$ cat src/rtl/uart_pkg.sv
// Shared UART definitions: FSM state encoding, latched frame config and NBits clamping.
package uart_pkg;

    typedef enum logic [2:0] {
        IDLE   = 3'd0,
        SYNC   = 3'd1,
        START  = 3'd2,
        DATA   = 3'd3,
        PARITY = 3'd4,
        STOP   = 3'd5
    } tx_state_t;

    localparam logic [4:0] NBITS_MIN = 5'd5;
    localparam logic       PAR_EVEN  = 1'b0;
    localparam logic       PAR_ODD   = 1'b1;

    typedef struct packed {
        logic [4:0] nbits;
        logic       par_en;
        logic       par_odd;
        logic       two_stop;
    } tx_cfg_t;

    // Requests below the minimum or above the data width saturate to the nearest legal size.
    function automatic logic [4:0] clamp_nbits(input logic [3:0] n, input logic [4:0] max_bits);
        logic [4:0] nw;
        nw = {1'b0, n};
        if (nw < NBITS_MIN) return NBITS_MIN;
        if (nw > max_bits)  return max_bits;
        return nw;
    endfunction

endpackage

$ cat src/rtl/uart_tx_cfg_if.sv
// Host-side handshake, per-frame config, baud tick and serial outputs of the transmitter.
interface uart_tx_cfg_if #(parameter int DATA_W = 8);
    logic [DATA_W-1:0] TxData;
    logic              TxValid;
    logic              TxReady;
    logic [3:0]        NBits;
    logic              ParityEn;
    logic              ParityOdd;
    logic              TwoStop;
    logic              Tick;
    logic              Tx;
    logic              Busy;
    logic              TxDone;

    modport master (
        output TxData, TxValid, NBits, ParityEn, ParityOdd, TwoStop, Tick,
        input  TxReady, Tx, Busy, TxDone
    );

    modport slave (
        input  TxData, TxValid, NBits, ParityEn, ParityOdd, TwoStop, Tick,
        output TxReady, Tx, Busy, TxDone
    );
endinterface

$ cat src/rtl/uart_bit_timer.sv
// Counts baud ticks within a bit period; bit_end fires on the tick that starts the next bit.
module uart_bit_timer #(
    parameter int OVERSAMPLE = 4
) (
    input  logic clk,
    input  logic rst_n,
    input  logic tick,
    input  logic clear,
    input  logic en,
    output logic bit_end
);
    localparam int CW = $clog2(OVERSAMPLE + 1);

    logic [CW-1:0] cnt;

    assign bit_end = en & tick & (cnt == CW'(OVERSAMPLE));

    // The clearing tick itself is the first tick of the new bit, hence the restart at 1.
    always_ff @(posedge clk or negedge rst_n) begin
        if (!rst_n)       cnt <= '0;
        else if (clear)   cnt <= CW'(1);
        else if (!en)     cnt <= '0;
        else if (bit_end) cnt <= CW'(1);
        else if (tick)    cnt <= cnt + 1'b1;
    end
endmodule

$ cat src/rtl/uart_tx_cfg.sv
// Runtime-configurable UART transmitter: start, 5..DATA_W data bits LSB first, optional parity, 1 or 2 stops.
module uart_tx_cfg
    import uart_pkg::*;
#(
    parameter int DATA_W     = 8,
    parameter int OVERSAMPLE = 4
) (
    input logic          Clk,
    input logic          Rst_n,
    uart_tx_cfg_if.slave bus
);
    tx_state_t         state, state_n;
    tx_cfg_t           cfg, cfg_n;
    logic [DATA_W-1:0] shreg, shreg_n;
    logic [4:0]        idx, idx_n;
    logic              par, par_n;
    logic              stop2, stop2_n;
    logic              tx_q, tx_n;
    logic              done_q, done_n;
    logic              bit_end;

    uart_bit_timer #(.OVERSAMPLE(OVERSAMPLE)) u_timer (
        .clk    (Clk),
        .rst_n  (Rst_n),
        .tick   (bus.Tick),
        .clear  ((state == SYNC) && bus.Tick),
        .en     ((state != IDLE) && (state != SYNC)),
        .bit_end(bit_end)
    );

    assign bus.Tx      = tx_q;
    assign bus.TxReady = (state == IDLE);
    assign bus.Busy    = (state != IDLE);
    assign bus.TxDone  = done_q;

    always_ff @(posedge Clk or negedge Rst_n) begin
        if (!Rst_n) begin
            state  <= IDLE;
            cfg    <= '0;
            shreg  <= '0;
            idx    <= '0;
            par    <= 1'b0;
            stop2  <= 1'b0;
            tx_q   <= 1'b1;
            done_q <= 1'b0;
        end else begin
            state  <= state_n;
            cfg    <= cfg_n;
            shreg  <= shreg_n;
            idx    <= idx_n;
            par    <= par_n;
            stop2  <= stop2_n;
            tx_q   <= tx_n;
            done_q <= done_n;
        end
    end

    always_comb begin
        state_n = state;
        cfg_n   = cfg;
        shreg_n = shreg;
        idx_n   = idx;
        par_n   = par;
        stop2_n = stop2;
        tx_n    = tx_q;
        done_n  = 1'b0;
        case (state)
            IDLE: if (bus.TxValid) begin
                cfg_n.nbits    = clamp_nbits(bus.NBits, 5'(DATA_W));
                cfg_n.par_en   = bus.ParityEn;
                cfg_n.par_odd  = bus.ParityOdd;
                cfg_n.two_stop = bus.TwoStop;
                shreg_n        = bus.TxData;
                par_n          = 1'b0;
                state_n        = SYNC;
            end
            SYNC: if (bus.Tick) begin
                tx_n    = 1'b0;
                state_n = START;
            end
            START: if (bit_end) begin
                tx_n    = shreg[0];
                par_n   = par ^ shreg[0];
                shreg_n = {1'b0, shreg[DATA_W-1:1]};
                idx_n   = '0;
                state_n = DATA;
            end
            DATA: if (bit_end) begin
                if (idx == cfg.nbits - 5'd1) begin
                    stop2_n = 1'b0;
                    if (cfg.par_en) begin
                        tx_n    = par ^ (cfg.par_odd == PAR_ODD);
                        state_n = PARITY;
                    end else begin
                        tx_n    = 1'b1;
                        state_n = STOP;
                    end
                end else begin
                    tx_n    = shreg[0];
                    par_n   = par ^ shreg[0];
                    shreg_n = {1'b0, shreg[DATA_W-1:1]};
                    idx_n   = idx + 5'd1;
                end
            end
            PARITY: if (bit_end) begin
                tx_n    = 1'b1;
                state_n = STOP;
            end
            STOP: if (bit_end) begin
                if (cfg.two_stop && !stop2) begin
                    stop2_n = 1'b1;
                end else begin
                    done_n  = 1'b1;
                    state_n = IDLE;
                end
            end
            default: state_n = IDLE;
        endcase
    end
endmodule

$ cat src/flat_wrapper.sv
// flat-port wrapper written by rule: the top's interface ports become plain ports
module uart_tx_cfg_flat import uart_pkg::*;
#(
    parameter int DATA_W     = 8,
    parameter int OVERSAMPLE = 4
)
  (Clk, Rst_n, bus_TxData, bus_TxValid, bus_NBits, bus_ParityEn, bus_ParityOdd, bus_TwoStop, bus_Tick, bus_TxReady, bus_Tx, bus_Busy, bus_TxDone);
  uart_tx_cfg_if #(.DATA_W(DATA_W)) bus_i ();
  input logic Clk;
  input logic Rst_n;
  input wire logic [$bits(bus_i.TxData)-1:0] bus_TxData;
  input wire logic [$bits(bus_i.TxValid)-1:0] bus_TxValid;
  input wire logic [$bits(bus_i.NBits)-1:0] bus_NBits;
  input wire logic [$bits(bus_i.ParityEn)-1:0] bus_ParityEn;
  input wire logic [$bits(bus_i.ParityOdd)-1:0] bus_ParityOdd;
  input wire logic [$bits(bus_i.TwoStop)-1:0] bus_TwoStop;
  input wire logic [$bits(bus_i.Tick)-1:0] bus_Tick;
  output wire logic [$bits(bus_i.TxReady)-1:0] bus_TxReady;
  output wire logic [$bits(bus_i.Tx)-1:0] bus_Tx;
  output wire logic [$bits(bus_i.Busy)-1:0] bus_Busy;
  output wire logic [$bits(bus_i.TxDone)-1:0] bus_TxDone;
  assign bus_i.TxData = bus_TxData;
  assign bus_i.TxValid = bus_TxValid;
  assign bus_i.NBits = bus_NBits;
  assign bus_i.ParityEn = bus_ParityEn;
  assign bus_i.ParityOdd = bus_ParityOdd;
  assign bus_i.TwoStop = bus_TwoStop;
  assign bus_i.Tick = bus_Tick;
  assign bus_TxReady = bus_i.TxReady;
  assign bus_Tx = bus_i.Tx;
  assign bus_Busy = bus_i.Busy;
  assign bus_TxDone = bus_i.TxDone;
  uart_tx_cfg #(.DATA_W(DATA_W), .OVERSAMPLE(OVERSAMPLE)) u_core (.Clk(Clk), .Rst_n(Rst_n), .bus(bus_i));
endmodule
$ cat config.mk
export PLATFORM = sky130hd
export DESIGN_NAME = uart_tx_cfg_flat
export DESIGN_NICKNAME = d
export VERILOG_FILES = /design/src/rtl/uart_pkg.sv /design/src/rtl/uart_tx_cfg_if.sv /design/src/rtl/uart_bit_timer.sv /design/src/rtl/uart_tx_cfg.sv /design/src/flat_wrapper.sv
export SDC_FILE = /design/constraint.sdc
export NUM_CORES = 1
export LEC_CHECK = 0
export CORE_MARGIN = 3
export CORE_UTILIZATION = 45
export CTS_CLUSTER_SIZE = 25
export DETAILED_ROUTE_END_ITERATION = 12
export PLACE_DENSITY = 0.67
export SETUP_SLACK_MARGIN = 0.5
export SYNTH_ARGS = -nofsm -noshare
export SYNTH_HDL_FRONTEND = slang
export SYNTH_SLANG_ARGS = --single-unit
$ cat constraint.sdc
create_clock -name Clk -period 3 [get_ports Clk]
set_clock_uncertainty 0.1 [all_clocks]
set_input_delay 0.45 -clock Clk [delete_from_list [all_inputs] [get_ports Clk]]
set_output_delay 0.45 -clock Clk [all_outputs]
set_load 0.02 [all_outputs]
==> Flow_metrics.wiki, run 1 <==
{| class="wikitable"
! Metric !! Value
|-
| Gate count after technology mapping || 192
|-
| Total of warnings raised by yosys || 0
|-
| Number of buffers inserted for hold repair after clock tree synthesis || 0
|-
| Pre-CTS WS || 0.432 ns
|-
| Count of nets left with antenna violations after detail routing || 0
|-
| Period utilisation layout || 78.7%
|-
| # DRC || 0
|-
| Cell count after placement || 253
|-
| Io pins || 23
|-
| Pwr/cell area || 790 nW/µm²
|-
| Maximum number of buffers from clock root to sink || 2
|-
| Worst hold path startpoint || u_core.cfg[0]
|-
| Post-synth EDFFs || 0
|-
| Mapped Nets || roughly 220
|-
| Vias after detailed routing || 1488
|-
| Critical path arrival || 1.81 ns
|-
| Count of buffers from port buffering || 22
|-
| Final non-filler cell total || between 200 and 300
|-
| Netlist area before placement || 1790 µm²
|-
| Global placer's final weighted congestion || 0.838
|-
| DP Wirelength || 2630 µm
|-
| Clock slew seen by the registers of the worst setup and hold paths || 0.06 ns
|-
| Number of detailed-route iterations in the first pass || 4
|-
| Initial antenna violation count || 0
|-
| Async set-or-reset flop fraction in the synthesized netlist || 100%
|-
| Highest achievable clock rate || approximately 420 MHz
|-
| Final hold slack || 0.381 ns
|-
| Number of antenna repair diodes || 0
|-
| Routed vias/inst || 5.75
|-
| Die Ht || 69.0 µm
|-
| Pwr Total || roughly 1.7 mW
|-
| Clock H-tree levels || 2
|-
| Worst EP required || around 2.5 ns
|-
| Largest net degree at the start of global routing || 31
|-
| Hold Path Cell Cnt || 1
|-
| Max transition margin || around three fifths
|-
| Buffers inserted during post-CTS setup optimization || 0
|-
| Maximum net fanout on the critical path || 13
|-
| Unrepaired setup endpoints after global routing || no
|-
| Kind of critical path || flop to output pin
|-
| Placed instance area || 2020 µm²
|-
| Number of global-route vias before repair || 1328
|-
| Most used cells in the layout excluding fill and tap cells || sky130_fd_sc_hd__dfrtp_1, sky130_fd_sc_hd__clkdlybuf4s50_1, sky130_fd_sc_hd__nand2_1
|-
| Average size of a mapped cell || a little over 9 µm²
|-
| Fin util || 56.1%
|-
| Sequential share of the synthesized area || a little over two fifths
|-
| Worst Tran Pin Value || between 0.6 and 0.7 ns
|-
| Post-detailed-routing wire length || 3710 µm
|-
| Final instance area || 2100 µm²
|-
| Final Net Count || ~240
|-
| Count of final hold-check violations || 0
|-
| Clk Tree Root Cell || sky130_fd_sc_hd__clkbuf_8
|-
| Most common cell after layout, fill and taps aside || sky130_fd_sc_hd__dfrtp_1
|-
| Worst hold endpoint || u_core.bus.TxDone
|-
| Class of the tightest hold or removal check || flop to flop
|-
| Endpoints failing setup || 0
|-
| Reg2Reg Depth || 7
|-
| Total die area || 4760 µm²
|-
| Endpoint type of the worst setup path || output pin
|-
| Outcome || finished clean
|-
| Post-Route Setup TNS || 0 ns
|-
| Worst flop-to-flop path endpoint || u_core.par
|-
| Category of the worst setup path launch point || flop
|-
| Sinks on the clock net || 30
|-
| Reg-to-reg slack, setup || 0.79 ns
|-
| Core region area || 3740 µm²
|-
| Worst supply voltage drop on vdd || 0.000392 V
|-
| Count of routing violations after the opening detailed-route iteration || 199
|-
| Final setup margin || 0.639 ns
|-
| Global route total overflow || 0
|-
| Initial cell density of the core || between 40% and 50%
|-
| Number of register bits inferred by synthesis || 30
|-
| Total clock buffers created by CTS || 5
|-
| Count of cell types in the netlist || 47
|-
| CTS tree || done
|-
| Standard-cell rows || 22
|-
| Clock insertion delay at the later pin of the skew report || 0.28 ns
|-
| Shortest clock period the worst path allows after layout || 2.36 ns
|-
| Layout cell share with drive strength beyond 1 || a little over a tenth
|-
| Dominant synthesized flop cell || sky130_fd_sc_hd__dfrtp_1
|-
| Wire length of the first global-routing pass || 6240 µm
|-
| RR Startpoint || u_core.cfg[3]
|-
| Total Routing Usage GR || 18.1%
|-
| Horiz. Die Dim || 69.0 µm
|-
| Max cap viols || 0
|-
| Post-cts resize count || 0
|-
| Routed wire per std cell || 14.3 µm
|-
| LEAKAGE || roughly 0.93 nW
|-
| Number of slew-limit violations in the final report || 0
|-
| Area added between synthesis and finish || 17.6%
|}
==> cell type report <==
type	instances	area, µm²
clock buffer	6	82.6
fill	347	1640
inverter	12	45.0
multi-input combinational	139	925
sequential	30	752
tap	48	60.1
timing repair buffer	24	235
==> synthesized netlist by cell type, types with 3 or more instances <==
cell type                  number  share of area [%]
sky130_fd_sc_hd__a21oi_1       12                3.4
sky130_fd_sc_hd__and3_1         3                1.1
sky130_fd_sc_hd__buf_2          6                1.7
sky130_fd_sc_hd__dfrtp_1       29                 41
sky130_fd_sc_hd__ha_1           4                2.8
sky130_fd_sc_hd__inv_1         12                2.5
sky130_fd_sc_hd__mux2i_1        3                1.7
sky130_fd_sc_hd__nand2_1       20                4.2
sky130_fd_sc_hd__nand2b_1       9                3.2
sky130_fd_sc_hd__nand3_1        3               0.84
sky130_fd_sc_hd__nand4_1        3                1.1
sky130_fd_sc_hd__nor2_1        12                2.5
sky130_fd_sc_hd__nor2b_1        4                1.4
sky130_fd_sc_hd__nor3_1         5                1.4
sky130_fd_sc_hd__o211ai_1       4                1.7
sky130_fd_sc_hd__o21ai_0       11                3.1
sky130_fd_sc_hd__o221a_2        7                4.4
sky130_fd_sc_hd__or3_1          3                1.1
sky130_fd_sc_hd__xnor2_1        5                2.5
==> registers in the layout, indices dropped and copies added (netlist names) <==
| signal | cells |
|---|---|
| u_core.shreg | 8 |
| u_core.cfg | 7 |
| u_core.idx | 5 |
| u_core.state | 3 |
| u_core.u_timer.cnt | 3 |
| u_core.bus.Tx | 1 |
| u_core.bus.TxDone | 1 |
| u_core.par | 1 |
| u_core.stop2 | 1 |
==> kinds of logic (layout without fill, tap and decap cells) <==
logic type                 Yosys count  count (layout)  share of synthesized area (%)
AOI/OAI and AO/OA                   53              53                           22.8
xor gates and xnor gates             6               6                           2.94
adders and majority gates            4               4                           2.80
buffers and inverters               23              42                           6.10
DFF                                 30              30                           42.1
muxes                                3               3                           1.68
and+or+nand+nor                     73              73                           21.5
==> worst max-delay path by stage <==
stage                         start     endpoint  cells after the start  slack, ns
floorplan             u_core.cfg[3]   u_core.par                      7       1.04
global placement           bus_Tick   u_core.par                      6       0.55
detailed placement         bus_Tick   u_core.par                      6       0.43
CTS                 u_core.state[1]  bus_TxReady                      2       0.62
global route        u_core.state[1]  bus_TxReady                      2       0.53
finish              u_core.state[1]  bus_TxReady                      2       0.64
==> worst max-delay path, stage by stage (launching register included) <==
cell,delay [ns]
sky130_fd_sc_hd__dfrtp_1,0.50
sky130_fd_sc_hd__nor3_2,0.36
sky130_fd_sc_hd__clkdlybuf4s50_1,0.67
==> report_power, final <==
group	leakage (nW)	switching, mW	total [mW]	internal, mW
clock network	0.0431	0.139	0.315	0.176
registers	0.344	0.170	0.736	0.566
logic	0.545	0.304	0.607	0.303
total	0.932	0.613	1.66	1.05
==> routing by layer <==
metal,global-route usage (%),vias up,wire [µm]
li1,-,727,-
met1,22.8,704,1720
met2,27.6,48,1710
met3,6.81,9,233
met4,7.79,0,53
met5,0,-,0
(Power assumes the default switching activity.)
==> inputs of run 2 (changes only) <==
==> constraint.sdc (replaced) <==
create_clock -name Clk -period 2.4 [get_ports Clk]
set_clock_uncertainty 0.1 [all_clocks]
set_input_delay 0.36 -clock Clk [delete_from_list [all_inputs] [get_ports Clk]]
set_output_delay 0.36 -clock Clk [all_outputs]
set_load 0.02 [all_outputs]
==> run 2 against run 1 <==
Effect of this change:
- routed wire length increased by 3.4%
- sequential power up 26%
- critical path depth up 5
- setup slack got worse by 0.16 ns
- first-iteration DRC count down 39%
- sequential share of layout area decreased by 2.5 points
- combinational power up 54%
- die area unchanged
- sequential cell count did not move
- cell count is 4.6% higher
- count of clock-buffer cells in the layout rose by 2
- largest cell class unchanged
- largest power group is now combinational cells
- highest routed layer unchanged
==> Flow_metrics.wiki, run 2 (synthesis gave the netlist of run 1 again) <==
{| class="wikitable"
! Metric !! Value
|-
| Area added between synthesis and finish || 27.1%
|-
| Max transition margin || 54.0% (-4.5 points)
|-
| Highest achievable clock rate || 519 MHz
|-
| Clk Tree Root Cell || sky130_fd_sc_hd__clkbuf_8
|-
| Max cap viols || 0 (unchanged)
|-
| Fin util || 60.6% (+4.5 points)
|-
| Number of buffers inserted for hold repair after clock tree synthesis || 0 (unchanged)
|-
| Number of detailed-route iterations in the first pass || 4 (unchanged)
|-
| Flip-flop count of the largest register after layout || 8 (unchanged)
|-
| DP Wirelength || 2630 µm (about the same)
|-
| Placed instance area || 2070 µm² (+2.4%)
|-
| Most used cells in the layout excluding fill and tap cells || sky130_fd_sc_hd__dfrtp_1, sky130_fd_sc_hd__nand2_1, sky130_fd_sc_hd__clkdlybuf4s50_1
|-
| Worst EP required || 2.46 ns (about the same)
|-
| Largest net degree at the start of global routing || 19 (-39%)
|-
| Standard-cell rows || 22 (unchanged)
|-
| Maximum net fanout on the critical path || 7 (-6)
|-
| Post-detailed-routing wire length || 3840 µm (+3.4%)
|-
| Layout cell share with drive strength beyond 1 || 21.5% (+11 points)
|-
| Count of routing violations after the opening detailed-route iteration || 122 (-39%)
|-
| Worst Tran Pin Value || 0.688 ns (+0.0658 ns)
|-
| Critical path arrival || 1.98 ns (+0.17 ns)
|-
| Total die area || 4760 µm² (unchanged)
|-
| CP Buf/Inv Count || 1 (unchanged)
|-
| Routed wire per std cell || 14.2 µm (-1.2%)
|-
| Number of antenna repair diodes || 0 (unchanged)
|-
| Horiz. Die Dim || 69.0 µm (unchanged)
|-
| Pwr/cell area || 989 nW/µm² (+25%)
|-
| Unrepaired setup endpoints after global routing || yes
|-
| Period utilisation layout || 80.2%
|-
| Clock insertion delay at the later pin of the skew report || 0.27 ns (about the same)
|-
| Core region area || 3740 µm² (unchanged)
|-
| Pre-CTS WS || 0.136 ns (-0.296 ns)
|-
| Kind of critical path || flop to flop
|-
| # DRC || 0 (unchanged)
|-
| Post-Route Setup TNS || 0 ns (unchanged)
|-
| Total clock buffers created by CTS || 5 (unchanged)
|-
| Count of nets left with antenna violations after detail routing || 0 (unchanged)
|-
| Clock H-tree levels || 2 (unchanged)
|-
| Final Net Count || 245 (+4.3%)
|-
| Maximum number of buffers from clock root to sink || 2 (unchanged)
|-
| Outcome || finished clean
|-
| Cell-by-cell trace of the critical path || inv_2 > ha_4 > nand3b_1 > a21oi_2 > o211ai_4 > and3_4 > or3_1
|-
| Vias after detailed routing || 1497 (+0.60%)
|-
| Shortest clock period the worst path allows after layout || 1.93 ns
|-
| Number of fillers in the final layout || 329 (-5.2%)
|-
| Clock slew seen by the registers of the worst setup and hold paths || 0.06 ns (about the same)
|-
| Final setup margin || 0.474 ns (-0.165 ns)
|-
| CP peak stage delay || 0.36 ns (-0.31 ns)
|-
| Class of the tightest hold or removal check || flop to flop
|-
| Sinks on the clock net || 30 (unchanged)
|-
| Category of the worst setup path launch point || flop
|-
| Die Ht || 69.0 µm (unchanged)
|-
| LEAKAGE || 0.985 nW (+5.8%)
|-
| Highest-delay cell along the critical path || sky130_fd_sc_hd__dfrtp_1
|-
| Met3 Use GR || 5.35% (-1.5 points)
|-
| Global-route track usage on met1 || 23.4% (+0.58 points)
|-
| Worst supply voltage drop on vdd || 0.000571 V (+46%)
|-
| Endpoint type of the worst setup path || flop
|-
| Total Routing Usage GR || 18.5% (+0.39 points)
|-
| Final hold slack || 0.384 ns (+0.00311 ns)
|-
| Most common cell after layout, fill and taps aside || sky130_fd_sc_hd__dfrtp_1
|-
| Final instance area || 2270 µm² (+8.0%)
|-
| CTS tree || done
|-
| Count of final hold-check violations || 0 (unchanged)
|-
| Area taken by flip-flops and latches || 756 µm² (+0.50%)
|-
| Busiest layer in global routing || met2
|-
| Met2 layer usage reported by global route || 30.7% (+3.1 points)
|-
| Initial cell density of the core || 47.7% (unchanged)
|-
| Number of global-route vias before repair || 1440 (+8.4%)
|-
| Critical path's top delay family || simple AND/OR/NAND/NOR gates
|-
| Reg-to-reg slack, setup || 0.47 ns (-0.32 ns)
|-
| Wire length of the first global-routing pass || 6570 µm (+5.3%)
|-
| Area taken by multi-input logic gates || 1010 µm² (+8.8%)
|-
| Io pins || 23 (unchanged)
|-
| Initial antenna violation count || 0 (unchanged)
|-
| Global placer's final weighted congestion || 0.832 (-0.72%)
|-
| Global route total overflow || 0 (unchanged)
|-
| Number of slew-limit violations in the final report || 0 (unchanged)
|-
| Count of buffers from port buffering || 22 (unchanged)
|-
| Routed vias/inst || 5.52 (-3.8%)
|-
| Register name with the most flops || u_core.shreg
|-
| Endpoints failing setup || 0 (unchanged)
|-
| Registers with the most flip-flops || u_core.shreg (8), u_core.cfg (7), u_core.idx (5)
|}
==> run 2: metrics by stage <==
step / cells / total power [mW]
3_3_place_gp: 257 / 1.64
4_1_cts: 268 / 2.14
3_5_place_dp: 257 / 1.68
5_1_grt: 271 / 2.43
6_report: 271 / 2.24
2_1_floorplan: 192 / 1.50
==> run 2: report_power, final <==
group          switching [mW]  internal, mW
logic                   0.456         0.481
registers               0.215         0.710
clock network           0.177         0.206
==> run 2: cell type report <==
type / instances / area share, %
flip-flops and latches: 30 / 33.3
inverters: 12 / 1.99
clock buffers: 8 / 3.53
multi-input cells: 139 / 44.3
repair buffers: 34 / 14.2
well taps: 48 / 2.65
==> run 2: routing by layer <==
layer | routed length, µm | share of wire (%) | up-vias
li1 | - | - | 750
met1 | 1800 | 47 | 715
met2 | 1830 | 48 | 28
met3 | 169 | 4.4 | 4
met4 | 33 | 0.86 | 0
met5 | 0 | 0 | -
==> run 2: repair_timing <==
item,in CTS,in global routing
resized for setup,12,14
cloned,0,0
buffers inserted,3,3
pin swaps,6,9
setup endpoints to repair,17,19
==> run 2: path summary, 6_finish.rpt <==
| check | from | endpoint | depth (start not counted) |
|---|---|---|---|
| hold reg to reg | u_core.cfg[0] | u_core.bus.TxDone | 1 |
| max in group asynchronous | Rst_n | u_core.cfg[2] | 2 |
| setup reg to reg | u_core.cfg[3] | u_core.par | 7 |
| hold / removal | u_core.cfg[0] | u_core.bus.TxDone | 1 |
| setup / recovery | u_core.cfg[3] | u_core.par | 7 |
| min in group asynchronous | Rst_n | u_core.u_timer.cnt[2] | 1 |
==> inputs of run 3 (changes only) <==
==> constraint.sdc (replaced) <==
create_clock -name Clk -period 1.85 [get_ports Clk]
set_clock_uncertainty 0.1 [all_clocks]
set_input_delay 0.2775 -clock Clk [delete_from_list [all_inputs] [get_ports Clk]]
set_output_delay 0.2775 -clock Clk [all_outputs]
set_load 0.02 [all_outputs]
==> run 3 against run 2 <==
Effect of this change:
- the run now ends with setup timing left
- sequential power up 23%
- total power up 45%
- clock power up 44%
- hold slack worse by 0.092 ns
- die area unchanged
- count of clock-buffer cells in the layout down 1
- fmax down 2.5%
- combinational power up 68%
- register-to-register slack worse by 0.60 ns
- first-iteration DRC count down 27%
==> Flow_metrics.wiki, run 3 (synthesis gave the netlist of run 1 again) <==
{| class="wikitable"
! Metric !! Value
|-
| Horiz. Die Dim || 69.0 µm (unchanged)
|-
| Maximum net fanout on the critical path || 7 (unchanged)
|-
| Number of fillers in the final layout || 280 (-15%)
|-
| Critical path arrival || 2.05 ns (+0.07 ns)
|-
| Initial cell density of the core || 47.7% (unchanged)
|-
| Total die area || 4760 µm² (unchanged)
|-
| Flip-flop count of the largest register after layout || 8 (unchanged)
|-
| Number of slew-limit violations in the final report || 0 (unchanged)
|-
| Unrepaired setup endpoints after global routing || yes
|-
| Final Net Count || 281 (+15%)
|-
| Pwr Total || 3.26 mW (+45%)
|-
| Count of buffers from port buffering || 22 (unchanged)
|-
| Reg-to-reg slack, setup || -0.12 ns (-0.60 ns)
|-
| Number of antenna repair diodes || 0 (unchanged)
|-
| Pint || 2.04 mW (+46%)
|-
| Clock insertion delay at the later pin of the skew report || 0.29 ns (+0.02 ns)
|-
| Critical path's top delay family || compound AO/OA/AOI/OAI gates
|-
| Post-Route Setup TNS || -0.893 ns (-0.893 ns)
|-
| Fin util || 71.2% (+11 points)
|-
| Busiest layer in global routing || met2
|-
| Logic pwr share || 48.2% (+6.5 points)
|-
| Reg2Reg Depth || 8 (+1)
|-
| Endpoints failing setup || 14 (+14)
|-
| Worst flop-to-flop path endpoint || u_core.idx[0]
|-
| Standard-cell rows || 22 (unchanged)
|-
| Initial antenna violation count || 0 (unchanged)
|-
| Count of final hold-check violations || 0 (unchanged)
|-
| CP peak stage delay || 0.37 ns (about the same)
|-
| Number of buffers inserted for hold repair after clock tree synthesis || 0 (unchanged)
|-
| DP Wirelength || 3140 µm (+19%)
|-
| Global-route track usage on met1 || 24.3% (+0.88 points)
|-
| Pre-CTS WS || -0.202 ns (-0.338 ns)
|-
| Clock share of power || 16.9% (about the same)
|-
| CTS tree || done
|-
| Most used cells in the layout excluding fill and tap cells || sky130_fd_sc_hd__buf_4, sky130_fd_sc_hd__dfrtp_1, sky130_fd_sc_hd__clkdlybuf4s50_1
|-
| Io pins || 23 (unchanged)
|-
| Max transition margin || 72.4% (+18 points)
|-
| Global route total overflow || 0 (unchanged)
|-
| Final setup margin || -0.125 ns (-0.599 ns)
|-
| Category of the worst setup path launch point || flop
|-
| Wire length of the first global-routing pass || 7430 µm (+13%)
|-
| Endpoint type of the worst setup path || flop
|-
| Clk Tree Root Cell || sky130_fd_sc_hd__clkbuf_8
|-
| Most common cell after layout, fill and taps aside || sky130_fd_sc_hd__buf_4
|-
| Routed wire per std cell || 15.4 µm (+8.7%)
|-
| Total clock buffers created by CTS || 5 (unchanged)
|-
| Vias after detailed routing || 1716 (+15%)
|-
| CP Buf/Inv Count || 2 (+1)
|-
| Core region area || 3740 µm² (unchanged)
|-
| RR Startpoint || u_core.cfg[3]
|-
| Highest achievable clock rate || 506 MHz (-2.5%)
|-
| Outcome || complete, but fails checks
|-
| Global placer's final weighted congestion || 0.811 (-2.5%)
|-
| Met2 layer usage reported by global route || 38.9% (+8.2 points)
|-
| Largest net degree at the start of global routing || 31 (+12)
|-
| Number of detailed-route iterations in the first pass || 4 (unchanged)
|-
| Post-detailed-routing wire length || 4720 µm (+23%)
|-
| Clock H-tree levels || 2 (unchanged)
|-
| Highest-delay cell along the critical path || sky130_fd_sc_hd__dfrtp_1
|-
| Net switching fraction of the power || 37.3% (-0.45 points)
|-
| Kind of critical path || flop to flop
|-
| Worst Tran Pin Value || 0.410 ns (-0.278 ns)
|-
| Layout cell share with drive strength beyond 1 || 39.0% (+17 points)
|-
| Power spent charging and discharging nets || 1.22 mW (+44%)
|-
| Die Ht || 69.0 µm (unchanged)
|-
| # DRC || 0 (unchanged)
|-
| Routed vias/inst || 5.59 (+1.2%)
|-
| Total Routing Usage GR || 21.8% (+3.3 points)
|-
| Sinks on the clock net || 30 (unchanged)
|-
| Register share of total power || 34.9% (-6.3 points)
|-
| Registers with the most flip-flops || u_core.shreg (8), u_core.cfg (7), u_core.idx (5)
|-
| Clock slew seen by the registers of the worst setup and hold paths || 0.06 ns (about the same)
|-
| Shortest clock period the worst path allows after layout || 1.97 ns (+0.0490 ns)
|-
| Area added between synthesis and finish || 49.3%
|-
| LEAKAGE || 1.21 nW (+22%)
|-
| Met3 Use GR || 5.67% (+0.32 points)
|-
| Register name with the most flops || u_core.shreg
|-
| Pwr/cell area || 1220 nW/µm² (+24%)
|-
| Worst supply voltage drop on vdd || 0.000699 V (+22%)
|-
| Failing checks || setup timing
|-
| Period utilisation layout || 107% (+26 points)
|-
| Worst EP required || 1.92 ns (-0.54 ns)
|-
| Class of the tightest hold or removal check || primary input to asynchronous set/reset pin
|-
| Max cap viols || 0 (unchanged)
|-
| Number of global-route vias before repair || 1661 (+15%)
|-
| Count of nets left with antenna violations after detail routing || 0 (unchanged)
|-
| Count of routing violations after the opening detailed-route iteration || 89 (-27%)
|-
| Cell-by-cell trace of the critical path || inv_2 > ha_4 > xnor2_1 > a22o_2 > o211ai_4 > buf_12 > mux2i_2 > o21ai_1
|-
| Maximum number of buffers from clock root to sink || 2 (unchanged)
|}
## run 3: cell count changes in the layout (fill, tap and decap cells not counted), moves of 3 or more
cell and change:
sky130_fd_sc_hd__nand2_1 -3, sky130_fd_sc_hd__buf_4 +29, sky130_fd_sc_hd__a21oi_1 -3, sky130_fd_sc_hd__buf_6 +9
sky130_fd_sc_hd__o21ai_1 +5, sky130_fd_sc_hd__o21ai_0 -5, sky130_fd_sc_hd__nor2_2 +3
## run 3: worst reg2reg max path, cell delays in order (launching register included)
cell,delay (ns)
sky130_fd_sc_hd__dfrtp_1,0.37
sky130_fd_sc_hd__inv_2,0.06
sky130_fd_sc_hd__ha_4,0.17
sky130_fd_sc_hd__xnor2_1,0.13
sky130_fd_sc_hd__a22o_2,0.26
sky130_fd_sc_hd__o211ai_4,0.33
sky130_fd_sc_hd__buf_12,0.16
sky130_fd_sc_hd__mux2i_2,0.21
sky130_fd_sc_hd__o21ai_1,0.09
## run 3: per-layer routing
metal  wire length, µm  share of wire, %
met5                 0                 0
met4                88               1.9
met3               258               5.5
met2              2490                53
met1              1880                40
## run 3: layout make-up
class,instances,area (µm²),area share [%]
multi-input cells,139,1070,40.0
flip-flops and latches,30,754,28.3
repair buffers,70,648,24.3
clock buffers,7,86.3,3.24
well taps,48,60.1,2.25
inverters,12,45.0,1.69
clock inverters,1,5.00,0.188
## run 3: timing repair
action / CTS / global route
endpoints found under the setup margin: 32 / 32
setup buffers: 14 / 3
resized for setup: 39 / 9
cloned: 0 / 1
pin swaps: 23 / 6
## run 3: metrics by stage
stage / hold WS [ns] / std cells / area (µm²)
3_5_place_dp: 0.376 / 281 / 2320
6_report: 0.292 / 307 / 2670
5_1_grt: 0.323 / 307 / 2670
3_3_place_gp: 0.365 / 281 / 2320
2_1_floorplan: -0.118 / 192 / 1890
4_1_cts: 0.303 / 303 / 2590
## run 3: power groups by stage
| stage | registers (mW) | clock network [mW] | logic (mW) |
|---|---|---|---|
| 2_1_floorplan | 1.11 | 0 | 0.971 |
| 3_3_place_gp | 1.13 | 0 | 1.31 |
| 3_5_place_dp | 1.14 | 0 | 1.40 |
| 4_1_cts | 1.13 | 0.558 | 1.54 |
| 5_1_grt | 1.17 | 0.594 | 1.72 |
| 6_report | 1.14 | 0.550 | 1.57 |
## run 3: how the worst max path moves through the flow
stage,slack [ns],cells past startpoint,from,endpoint
2_1_floorplan,-0.02,8,u_core.cfg[3],u_core.idx[4]
4_1_cts,-0.1,7,u_core.cfg[3],u_core.idx[4]
6_report,-0.12,8,u_core.cfg[3],u_core.idx[0]
3_5_place_dp,-0.20,5,bus_Tick,u_core.shreg[1]
5_1_grt,-0.21,8,u_core.cfg[3],u_core.idx[0]
3_3_place_gp,-0.18,5,bus_Tick,u_core.shreg[1]
